`config.mk`:
```
export PLATFORM = sky130hd
export DESIGN_NAME = nibbler_core_p
export DESIGN_NICKNAME = d
export VERILOG_FILES = /design/src/rtl/nibbler_core_p.sv
export SDC_FILE = /design/constraint.sdc
export NUM_CORES = 1
export LEC_CHECK = 0
export CAP_MARGIN = 20
export CORE_MARGIN = 3
export CORE_UTILIZATION = 55
export CTS_CLUSTER_DIAMETER = 50
export CTS_CLUSTER_SIZE = 24
export DETAILED_ROUTE_END_ITERATION = 8
export HOLD_SLACK_MARGIN = 0.03
export PLACE_DENSITY = 0.78
export SLEW_MARGIN = 20
export SYNTH_ARGS = -nofsm -noshare
export SYNTH_HDL_FRONTEND = slang
export SYNTH_SLANG_ARGS = --single-unit
```
`constraint.sdc`:
```
create_clock -name clk_i -period 3.5 [get_ports clk_i]
set_input_delay 0.525 -clock clk_i [delete_from_list [all_inputs] [get_ports clk_i]]
set_output_delay 0.525 -clock clk_i [all_outputs]
set_load 0.01 [all_outputs]
```
`src/rtl/nibbler_core_p.sv`:
```
// nibbler_core_p: parametrised two-phase (fetch/execute) accumulator core with a
// scratch register file, stalling valid/ready I/O ports and a HALT state.
module nibbler_core_p #(
  parameter int unsigned DW     = 4,
  parameter int unsigned AW     = 8,
  parameter int unsigned RDEPTH = 4
) (
  input  logic          clk_i,
  input  logic          rst_ni,
  output logic [AW-1:0] pc_addr_o,
  input  logic [AW+3:0] instr_i,
  output logic [DW-1:0] acc_o,
  output logic          phase_o,
  output logic          carry_n_o,
  output logic          zero_n_o,
  output logic          halted_o,
  output logic [DW-1:0] out_data_o,
  output logic          out_valid_o,
  input  logic          out_ready_i,
  input  logic [DW-1:0] in_data_i,
  input  logic          in_valid_i,
  output logic          in_ready_o
);

  localparam int unsigned RW = $clog2(RDEPTH);

  localparam logic [1:0] StFetch = 2'd0;
  localparam logic [1:0] StExec  = 2'd1;
  localparam logic [1:0] StHalt  = 2'd2;

  localparam logic [3:0] OpNop   = 4'h0;
  localparam logic [3:0] OpHalt  = 4'h1;
  localparam logic [3:0] OpCompi = 4'h2;
  localparam logic [3:0] OpJc    = 4'h3;
  localparam logic [3:0] OpLit   = 4'h4;
  localparam logic [3:0] OpJz    = 4'h5;
  localparam logic [3:0] OpJnz   = 4'h6;
  localparam logic [3:0] OpJmp   = 4'h7;
  localparam logic [3:0] OpLd    = 4'h8;
  localparam logic [3:0] OpSt    = 4'h9;
  localparam logic [3:0] OpAddi  = 4'hA;
  localparam logic [3:0] OpAdd   = 4'hB;
  localparam logic [3:0] OpOut   = 4'hC;
  localparam logic [3:0] OpIn    = 4'hD;
  localparam logic [3:0] OpNori  = 4'hE;
  localparam logic [3:0] OpNor   = 4'hF;

  logic [1:0]    state_q, state_d;
  logic [AW-1:0] pc_q, pc_d;
  logic [DW-1:0] acc_q, acc_d;
  logic          c_q, c_d;
  logic          z_q, z_d;
  logic [AW+3:0] ir_q, ir_d;
  logic [DW-1:0] rf_q [RDEPTH];

  logic [3:0]    op;
  logic [AW-1:0] fld;
  logic [DW-1:0] imm;
  logic [RW-1:0] ra;
  logic [DW-1:0] rf_rd;
  logic          is_exec;
  logic          stall;
  logic          rf_we;
  logic          acc_wr;
  logic          take;
  logic [DW:0]   sum;

  assign op      = ir_q[AW+3:AW];
  assign fld     = ir_q[AW-1:0];
  assign imm     = fld[DW-1:0];
  assign ra      = fld[RW-1:0];
  assign rf_rd   = rf_q[ra];
  assign is_exec = (state_q == StExec);
  // Handshake stalls only gate completion; valid/ready outputs depend on state alone.
  assign stall   = ((op == OpOut) && !out_ready_i) || ((op == OpIn) && !in_valid_i);
  assign rf_we   = is_exec && !stall && (op == OpSt);

  // Sequencer next-state: fetch latches IR, execute performs the op unless stalled.
  always_comb begin
    state_d = state_q;
    pc_d    = pc_q;
    acc_d   = acc_q;
    c_d     = c_q;
    z_d     = z_q;
    ir_d    = ir_q;
    acc_wr  = 1'b0;
    take    = 1'b0;
    sum     = '0;
    case (state_q)
      StFetch: begin
        ir_d    = instr_i;
        state_d = StExec;
      end
      StExec: begin
        if (!stall) begin
          state_d = StFetch;
          case (op)
            OpNop: ;
            OpHalt: state_d = StHalt;
            OpCompi: begin
              // Two's-complement subtract; carry set means acc >= imm.
              sum = {1'b0, acc_q} + {1'b0, ~imm} + (DW + 1)'(1);
              c_d = sum[DW];
              z_d = (sum[DW-1:0] == '0);
            end
            OpJc:  take = c_q;
            OpLit: begin
              acc_d  = imm;
              acc_wr = 1'b1;
            end
            OpJz:  take = z_q;
            OpJnz: take = !z_q;
            OpJmp: take = 1'b1;
            OpLd: begin
              acc_d  = rf_rd;
              acc_wr = 1'b1;
            end
            OpSt: ;
            OpAddi: begin
              sum          = {1'b0, acc_q} + {1'b0, imm};
              {c_d, acc_d} = sum;
              acc_wr       = 1'b1;
            end
            OpAdd: begin
              sum          = {1'b0, acc_q} + {1'b0, rf_rd};
              {c_d, acc_d} = sum;
              acc_wr       = 1'b1;
            end
            OpOut: ;
            OpIn: begin
              acc_d  = in_data_i;
              acc_wr = 1'b1;
            end
            OpNori: begin
              acc_d  = ~(acc_q | imm);
              acc_wr = 1'b1;
            end
            OpNor: begin
              acc_d  = ~(acc_q | rf_rd);
              acc_wr = 1'b1;
            end
          endcase
          if (acc_wr) z_d = (acc_d == '0);
          // HALT leaves the PC pointing at itself.
          if (op != OpHalt) pc_d = take ? fld : pc_q + AW'(1);
        end
      end
      default: ;
    endcase
  end

  // Architectural state with asynchronous active-low reset.
  always_ff @(posedge clk_i or negedge rst_ni) begin
    if (!rst_ni) begin
      state_q <= StFetch;
      pc_q    <= '0;
      acc_q   <= '0;
      c_q     <= 1'b0;
      z_q     <= 1'b0;
      ir_q    <= '0;
    end else begin
      state_q <= state_d;
      pc_q    <= pc_d;
      acc_q   <= acc_d;
      c_q     <= c_d;
      z_q     <= z_d;
      ir_q    <= ir_d;
    end
  end

  // Scratch register file: deliberately not reset.
  always_ff @(posedge clk_i) begin
    if (rf_we) rf_q[ra] <= acc_q;
  end

  assign pc_addr_o   = pc_q;
  assign acc_o       = acc_q;
  assign phase_o     = is_exec;
  assign carry_n_o   = ~c_q;
  assign zero_n_o    = ~z_q;
  assign halted_o    = (state_q == StHalt);
  assign out_data_o  = acc_q;
  assign out_valid_o = is_exec && (op == OpOut);
  assign in_ready_o  = is_exec && (op == OpIn);

endmodule

```
==> metrics, run 1 <==
status complete, no violations; worst r2r path cells 8; Yosys reg bits 44; Avg WL per Cell 17.4 um; met2 usage in global routing 0.376; Mapped Cells 307; RSZ-0062 raised after global routing no; crit path max fanout 11; Die Wd 80.5 um; fin crit share 0.825; crit-path cells mux4_2 > ha_1 > fa_1 > xor2_1 > nor2_1 > a211o_1 > a31oi_1 > o32ai_2; Critical Path Sink Type register; sequential area share after synthesis 0.387; top-count cell post-synth dfrtp_1; core area 0.00524 mm2; Synth top cells by count dfrtp_1, inv_1, nand2_1; worst-skew pair later-pin latency 310 ps; Synth Area in Adders 0.106; Netlist Area Pre-Place 0.00306 mm2; Yosys top cell area share 0.229; Finished Cell Area 0.00361 mm2; final wirelength 7190 um; Worst R2R End z_q$_DFFE_PN0P_; proportion of layout cells with a drive suffix above 1 0.105; most used routing layer met2; leakage 0.00150 uW; Max Freq 347 MHz; fillers 418; Vert. Die Dim 80.5 um; NumNets Final 386; Worst Hold Slack 521 ps; number of synthesized flops with an enable pin 16; antenna violations before repair 0; Worst EP required 3680 ps; TritonCTS clock tree yes; largest net degree at the start of global routing 29; Synth Area in XOR/XNOR 0.0115; Reg clk slew, reported paths 90 ps; Area Overhead vs Synth 18.2%; port bufs 41; simple-gate share of the synthesized area 0.164; mux contribution to synthesized area 0.0876; largest cells by area after synthesis dfrtp_1, edfxtp_1, ha_1, mux2i_1, inv_1; Final Hold Viols 0; post-CTS setup buffers 0; residual DRC count 0; Clock Sinks 44; CTS Buf Count 5; largest family of logic cells by synthesized area compound AO/OA/AOI/OAI gates; Worst Setup SP ir_q[0]$_DFFE_PN0P_; met3 Use GR 0.0359; placement-stage cell area 0.00350 mm2; vias post-DR 2,458; Final Max Slew Viols 0; Hold Path Class reg -> reg; slowest stage delay, CP 620 ps; CP arrival 3070 ps; Overall Global Routing Usage 0.237; total gr overflow 0; Routed Antenna Nets 0; vias per cell 5.95; Setup TNS Final 0 ps; Worst slew margin 0.434; Starting Density 0.583; global-route wire length before repair 11,700 um; area of the multi-input gates 0.00165 mm2; kind of critical path reg -> reg; worst reg2reg setup slack 610 ps; CTS root buf clkbuf_8; drt pass-1 iters 4; CTS Hold Bufs 0; max-cap violations 0; CTS H-tree depth 2; vias in the first global route 2,392; compound-gate portion of the synthesized area 0.171; FF-to-FF Start ir_q[0]$_DFFE_PN0P_; Async SR Flop Fraction 0.636; register area 0.00118 mm2; DPL Wire Length 5190 um; Unique masters post-synth 58; startpoint type of the worst setup path register; GRT met1 Usage 0.325; syn_nets 351; Die Area 0.00649 mm2; fin crit period 2890 ps; post-CTS sizing 0; num rows 26; PwrDens 971 mW/mm2; WHS Path Cells 1; I/O pin count 42; hold path startpoint ir_q[4]$_DFFE_PN0P_; worst-margin pin slew 848 ps; ANT cells 0; CTS max path bufs 2; top_reg_cell synth dfrtp_1; Yosys top cell by area dfrtp_1; drt initial violations 250; VDD IR max 501 uV; CP max stage cell dfrtp_1; Avg Inst Size Synth 9.95 um2; Setup violations, final 0; final core occ 0.689; Clock Skew 6.46 ps; synth warn 0; Worst Hold Path EP ir_q[4]$_DFFE_PN0P_; Final GP Congestion 0.884
[report_power, final]
group          leakage [uW]  internal [uW]  total [uW]  switching (uW)
logic              0.000972            980        2050            1070
registers          0.000468            725        1040             317
clock network     0.0000548            215         410             195
[cells by family (layout without fill, tap and decap cells)]
kind of cell,after synthesis,after routing
and+or+nand+nor,93,93
xor gates and xnor gates,4,4
adders and majority gates,24,24
muxes,21,21
AOI/OAI and AO/OA,72,72
buffers and inverters,49,85
DFF,44,44
[how the worst max path moves through the flow]
stage | depth (start not counted) | endpoint
2_1_floorplan | 9 | z_q$_DFFE_PN0P_
3_3_place_gp | 8 | z_q$_DFFE_PN0P_
3_5_place_dp | 8 | z_q$_DFFE_PN0P_
4_1_cts | 8 | z_q$_DFFE_PN0P_
5_1_grt | 8 | z_q$_DFFE_PN0P_
6_report | 8 | z_q$_DFFE_PN0P_
[area by class of cell]
cell class,count,share of cell area
sequential,44,0.327
inverter,27,0.0281
clock inverter,3,0.0128
multi-input combinational,214,0.456
clock buffer,5,0.0191
timing repair buffer,50,0.132
tap,70,0.0243
[through the flow]
stage / setup slack, ps / power, uW / cells
after floorplan: 997 / 2460 / 307
after global placement: 785 / 3010 / 405
after detailed placement: 632 / 3080 / 405
after CTS: 612 / 3500 / 413
after global routing: 445 / 3790 / 413
final: 614 / 3510 / 413
[per-layer routing]
layer	wire [um]	share of wire
met1	3180	0.44
met2	3390	0.47
met3	456	0.063
met4	174	0.024
met5	0	0
[flip-flops by register name, summed over array words and instances (netlist names)]
signal and flops:
pc_addr_o 8, c_q 1, state_q 2, ir_q 12
acc_o 4, z_q 1, rf_q 16
[critical path, delay by kind of cell, from the launching register on]
family	cells	cell delay, ps
AO/OA/AOI/OAI	3	660
flip-flops	1	620
multiplexers	1	600
XOR/XNOR	1	170
adder cells (fa/ha/maj)	2	660
AND/OR/NAND/NOR	1	50
[cell usage in the layout, fill, tap and decap left out, types with 5 or more instances in the layout]
master	Yosys	final
a21o_1	5	5
a21oi_1	12	12
a22oi_1	7	7
and3_1	6	6
buf_4	7	9
clkbuf_8	0	5
clkdlybuf4s50_1	0	41
dfrtp_1	28	28
edfxtp_1	16	16
ha_1	21	21
inv_1	26	26
mux2_2	6	6
mux2i_1	11	11
nand2_1	22	22
nand3_1	7	7
nand3b_1	5	5
nor2_1	16	16
nor2b_1	6	6
nor3_1	12	12
o21ai_0	10	10
o21ai_1	9	9
Power figures use the tool's default switching activity.
==> inputs of run 2 (changes only) <==
--- a/config.mk
+++ b/config.mk
@@ -7,12 +7,12 @@
 export LEC_CHECK = 0
 export CAP_MARGIN = 20
 export CORE_MARGIN = 3
-export CORE_UTILIZATION = 55
+export CORE_UTILIZATION = 50
 export CTS_CLUSTER_DIAMETER = 50
 export CTS_CLUSTER_SIZE = 24
 export DETAILED_ROUTE_END_ITERATION = 8
 export HOLD_SLACK_MARGIN = 0.03
-export PLACE_DENSITY = 0.78
+export PLACE_DENSITY = 0.75
 export SLEW_MARGIN = 20
 export SYNTH_ARGS = -nofsm -noshare
 export SYNTH_HDL_FRONTEND = slang
==> constraint.sdc (replaced) <==
create_clock -name clk_i -period 2.5 [get_ports clk_i]
set_input_delay 0.375 -clock clk_i [delete_from_list [all_inputs] [get_ports clk_i]]
set_output_delay 0.375 -clock clk_i [all_outputs]
set_load 0.01 [all_outputs]
==> run 2 against run 1 <==
  * Final area increased by 3.0%
  * Flip-flop and latch count stayed put
  * Core utilization decreased by 3.8 points
  * First-iteration DRC count is 21% lower
  * Cell count is 3.9% higher
  * Critical path type unchanged
  * Critical endpoint unchanged
  * Highest routed layer unchanged
==> metrics, run 2 (synthesis gave the netlist of run 1 again) <==
Avg WL per Cell 16.9 um; Worst EP required 2680 ps; vias per cell 5.86; ANT cells 0; Hold Path Class in -> async; fin crit period 2420 ps; Final Max Slew Viols 0; kind of critical path reg -> reg; DPL Wire Length 5290 um; Max Freq 413 MHz; vias post-DR 2,514; Int Pwr 2720 uW; startpoint type of the worst setup path register; largest net degree at the start of global routing 35; TritonCTS clock tree yes; CTS Buf Count 5; Starting Density 0.535; worst-margin pin slew 519 ps; Vert. Die Dim 84.2 um; total gr overflow 0; status complete, no violations; RSZ-0062 raised after global routing yes; Largest Register rf_q; Routed Antenna Nets 0; max FFs per register 16; CTS max path bufs 2; residual DRC count 0; final core occ 0.651; I/O pin count 42; Area Overhead vs Synth 21.7%; drt pass-1 iters 5; NumNets Final 401; VDD IR max 930 uV; global-route wire length before repair 12,300 um; Critical Path Sink Type register; leakage 0.00155 uW; fin crit share 0.969; final wirelength 7230 um; antenna violations before repair 0; Clock Sinks 44; sw power 2210 uW; Worst slew margin 0.651; drt initial violations 198; Die Wd 84.2 um; placement-stage cell area 0.00360 mm2; crit path max fanout 3; Clock Skew 6.55 ps; Overall Global Routing Usage 0.214; register share of total power 0.257; num rows 27; CP arrival 2600 ps; Clk network pwr share 0.085; Worst Setup SP ir_q[0]$_DFFE_PN0P_; Die Area 0.00708 mm2; worst-skew pair later-pin latency 300 ps; core area 0.00571 mm2; CTS H-tree depth 2; max-cap violations 0; Final Hold Viols 0; CTS root buf clkbuf_8; Worst Hold Slack 459 ps; Finished Cell Area 0.00372 mm2; metal2 WL 3360 um; Final GP Congestion 0.903; vias in the first global route 2,531; port bufs 41; proportion of layout cells with a drive suffix above 1 0.151; most common cell after layout, fill and taps aside clkdlybuf4s50_1; met3 WL 365 um; Post-Route M1 WL 3400 um; top routing layer in use met4; PwrDens 1330 mW/mm2; Sw Share 0.448; Setup violations, final 0; Reg clk slew, reported paths 80 ps; fillers 463; combinational power share 0.657; FF-to-FF Start ir_q[0]$_DFFE_PN0P_; most frequent cells in the layout clkdlybuf4s50_1, inv_1, dfrtp_1
## run 2: cell types whose count changed in the layout (fill, tap and decap cells not counted), moves of 2 or more
cell and change:
clkbuf_1 +2, buf_4 +14, dfrtp_2 +2, dfrtp_1 -2
## run 2: path summary, 6_finish.rpt
| path | to | slack [ps] | cells past startpoint |
|---|---|---|---|
| max | z_q$_DFFE_PN0P_ | 80 | 8 |
| min | ir_q[9]$_DFFE_PN0P_ | 460 | 2 |
| max reg2reg | z_q$_DFFE_PN0P_ | 80 | 8 |
| min reg2reg | ir_q[4]$_DFFE_PN0P_ | 510 | 1 |
| max in group asynchronous | ir_q[0]$_DFFE_PN0P_ | 1740 | 2 |
| min in group clk_i | ir_q[4]$_DFFE_PN0P_ | 510 | 1 |
## run 2: layout make-up
class	instances	area, um2	area share
clock buffer	7	76.3	0.0205
inverter	27	101	0.0273
multi-input combinational	214	1670	0.450
sequential	44	1180	0.318
tap	72	90.1	0.0242
timing repair buffer	65	594	0.160
## run 2: power by group through the flow
stage / clock network [uW] / logic, uW / registers [uW]
3_3_place_gp: 0 / 3110 / 1270
5_1_grt: 460 / 3590 / 1310
4_1_cts: 435 / 3190 / 1270
2_1_floorplan: 0 / 2150 / 1300
3_5_place_dp: 0 / 3170 / 1280
6_report: 421 / 3250 / 1270
## run 2: critical path: stages, from the launching register on
cell and delay, ps:
dfrtp_2 410, mux4_2 560, ha_4 190, fa_2 510, nand2b_1 50, a22o_1 170
a21o_1 200, o2111ai_2 100, o32ai_2 110
## run 2: what timing repair did
| action | CTS | global route |
|---|---|---|
| setup buffers | 0 | 1 |
| resized for setup | 2 | 7 |
| cloned | 0 | 0 |
| endpoints found under the hold margin | 0 | 0 |
| endpoints found under the setup margin | 1 | 4 |
| hold buffers | 0 | 0 |
## run 2: layer usage
layer  GRT usage  up-vias
met2       0.342       81
met1       0.299     1216
li1            -     1206
met3      0.0393       11
met4      0.0629        0
met5           0        -
## run 2: per-stage QoR
step | power (uW) | setup TNS (ps) | setup slack (ps) | std cells
6_report | 4940 | 0 | 77.5 | 429
5_1_grt | 5370 | -7.52 | -7.52 | 429
3_5_place_dp | 4450 | 0 | 0.723 | 421
3_3_place_gp | 4380 | 0 | 71.2 | 421
2_1_floorplan | 3450 | 0 | 31.1 | 307
4_1_cts | 4890 | 0 | 22.7 | 428
==> inputs of run 3 (changes only) <==
--- a/config.mk
+++ b/config.mk
@@ -7,12 +7,12 @@
 export LEC_CHECK = 0
 export CAP_MARGIN = 20
 export CORE_MARGIN = 3
-export CORE_UTILIZATION = 50
+export CORE_UTILIZATION = 39
 export CTS_CLUSTER_DIAMETER = 50
 export CTS_CLUSTER_SIZE = 24
 export DETAILED_ROUTE_END_ITERATION = 8
 export HOLD_SLACK_MARGIN = 0.03
-export PLACE_DENSITY = 0.75
+export PLACE_DENSITY = 0.58
 export SLEW_MARGIN = 20
 export SYNTH_ARGS = -nofsm -noshare
 export SYNTH_HDL_FRONTEND = slang
==> constraint.sdc (replaced) <==
create_clock -name clk_i -period 2.4 [get_ports clk_i]
set_input_delay 0.36 -clock clk_i [delete_from_list [all_inputs] [get_ports clk_i]]
set_output_delay 0.36 -clock clk_i [all_outputs]
set_load 0.01 [all_outputs]
==> run 3 against run 2 <==
  * Combinational power grew 10%
  * Die area rose by 26%
  * Sequential share of layout area fell by 1.6 points
  * Largest cell class unchanged
  * Largest power group unchanged
==> metrics, run 3 (synthesis gave the netlist of run 1 again) <==
status complete, no violations; Die Wd 94.5 um; top routing layer in use met4; crit path max fanout 3; vias post-DR 2,502; Worst R2R End z_q$_DFFE_PN0P_; Clock Sinks 44; worst-skew pair later-pin latency 300 ps; worst path bufs/invs 0; final non-filler cell total 471; Inst Count DP 461; Final Max Slew Viols 0; fin crit period 2360 ps; Avg WL per Cell 16.4 um; Routed Antenna Nets 0; Largest Register rf_q; Area Overhead vs Synth 28.5%; port bufs 41; DPL Wire Length 5870 um; max FFs per register 16; vias per cell 5.31; Worst slew margin 0.701; largest net degree at the start of global routing 35; RSZ-0062 raised after global routing yes; met3 WL 332 um; startpoint type of the worst setup path register; residual DRC count 0; Setup violations, final 0; fin crit share 0.982; CP arrival 2530 ps; slowest stage delay, CP 550 ps; Vert. Die Dim 94.5 um; I/O pin count 42; family with the most delay on the worst path multiplexers; Die Area 0.00893 mm2; kind of critical path reg -> reg; CTS max path bufs 2; Max Freq 425 MHz; Worst EP required 2580 ps; VDD IR max 470 uV; CTS H-tree depth 2; CP max stage cell mux4_2; most common cell after layout, fill and taps aside clkdlybuf4s50_1; placement-stage cell area 0.00377 mm2; CTS root buf clkbuf_8; core area 0.00741 mm2; TritonCTS clock tree yes; global-route wire length before repair 12,600 um; CTS Buf Count 5; leakage 0.00165 uW; most frequent cells in the layout clkdlybuf4s50_1, buf_4, inv_1; Hold Path Class in -> async; Post-Route M1 WL 3600 um; final core occ 0.530; Final GP Congestion 0.939; vias in the first global route 2,480; fillers 673; drt pass-1 iters 4; PwrDens 1410 mW/mm2; antenna violations before repair 0; CTS Hold Bufs 0; Finished Cell Area 0.00393 mm2; crit-path cells mux4_2 > ha_4 > fa_2 > xor2_1 > nor2_1 > a211o_1 > a31oi_2 > o32ai_2; Starting Density 0.412; Critical Path Sink Type register; Worst Setup Slack, final 44.3 ps; Place WS 6.07 ps; worst r2r path cells 8; num rows 31; Clock Skew 3.77 ps; ANT cells 0; total gr overflow 0; final wirelength 7720 um; Overall Global Routing Usage 0.183; FF-to-FF Start ir_q[0]$_DFFE_PN0P_; Final Hold Viols 0; max-cap violations 0; drt initial violations 138; worst reg2reg setup slack 40 ps; worst-margin pin slew 446 ps; metal2 WL 3680 um; NumNets Final 415; Final Total Pwr 5530 uW; proportion of layout cells with a drive suffix above 1 0.202; Reg clk slew, reported paths 90 ps
run 3: how the worst max path moves through the flow:
stage	startpoint	endpoint	slack (ps)	cells past startpoint
2_1_floorplan	ir_q[0]$_DFFE_PN0P_	z_q$_DFFE_PN0P_	2	9
3_3_place_gp	ir_q[0]$_DFFE_PN0P_	z_q$_DFFE_PN0P_	50	8
3_5_place_dp	ir_q[0]$_DFFE_PN0P_	z_q$_DFFE_PN0P_	6	8
4_1_cts	ir_q[0]$_DFFE_PN0P_	z_q$_DFFE_PN0P_	-10	8
5_1_grt	ir_q[0]$_DFFE_PN0P_	z_q$_DFFE_PN0P_	-80	8
6_report	ir_q[0]$_DFFE_PN0P_	z_q$_DFFE_PN0P_	40	8
run 3: routing by layer:
metal  up-vias  track usage
met1      1198        0.250
met4         0       0.0565
met2        61        0.296
met5         -            0
li1       1235            -
met3         8       0.0303
run 3: power breakdown:
| group | internal [uW] | switching, uW | total (uW) | leakage, uW |
|---|---|---|---|---|
| Sequential | 1070 | 305 | 1370 | 0.000465 |
| Combinational | 1740 | 1850 | 3590 | 0.00113 |
| Clock | 309 | 264 | 573 | 0.0000552 |
run 3: area by class of cell:
cell class / instances / area, um2 / share of cell area
timing repair buffer: 79 / 712 / 0.181
multi-input combinational: 214 / 1700 / 0.432
clock buffer: 6 / 72.6 / 0.0185
sequential: 44 / 1180 / 0.302
inverter: 27 / 101 / 0.0258
clock inverter: 2 / 35.0 / 0.00893
tap: 99 / 124 / 0.0316
run 3: metrics by stage:
stage,TNS [ps],hold slack [ps]
2_1_floorplan,0,64.4
3_3_place_gp,0,495
3_5_place_dp,0,502
4_1_cts,-11.2,452
5_1_grt,-101,464
6_report,0,436
run 3: repair_timing:
item,4_1_cts,5_1_grt
buffers inserted,0,2
gates resized for setup,2,8
setup endpoints to repair,1,7
cloned,0,0
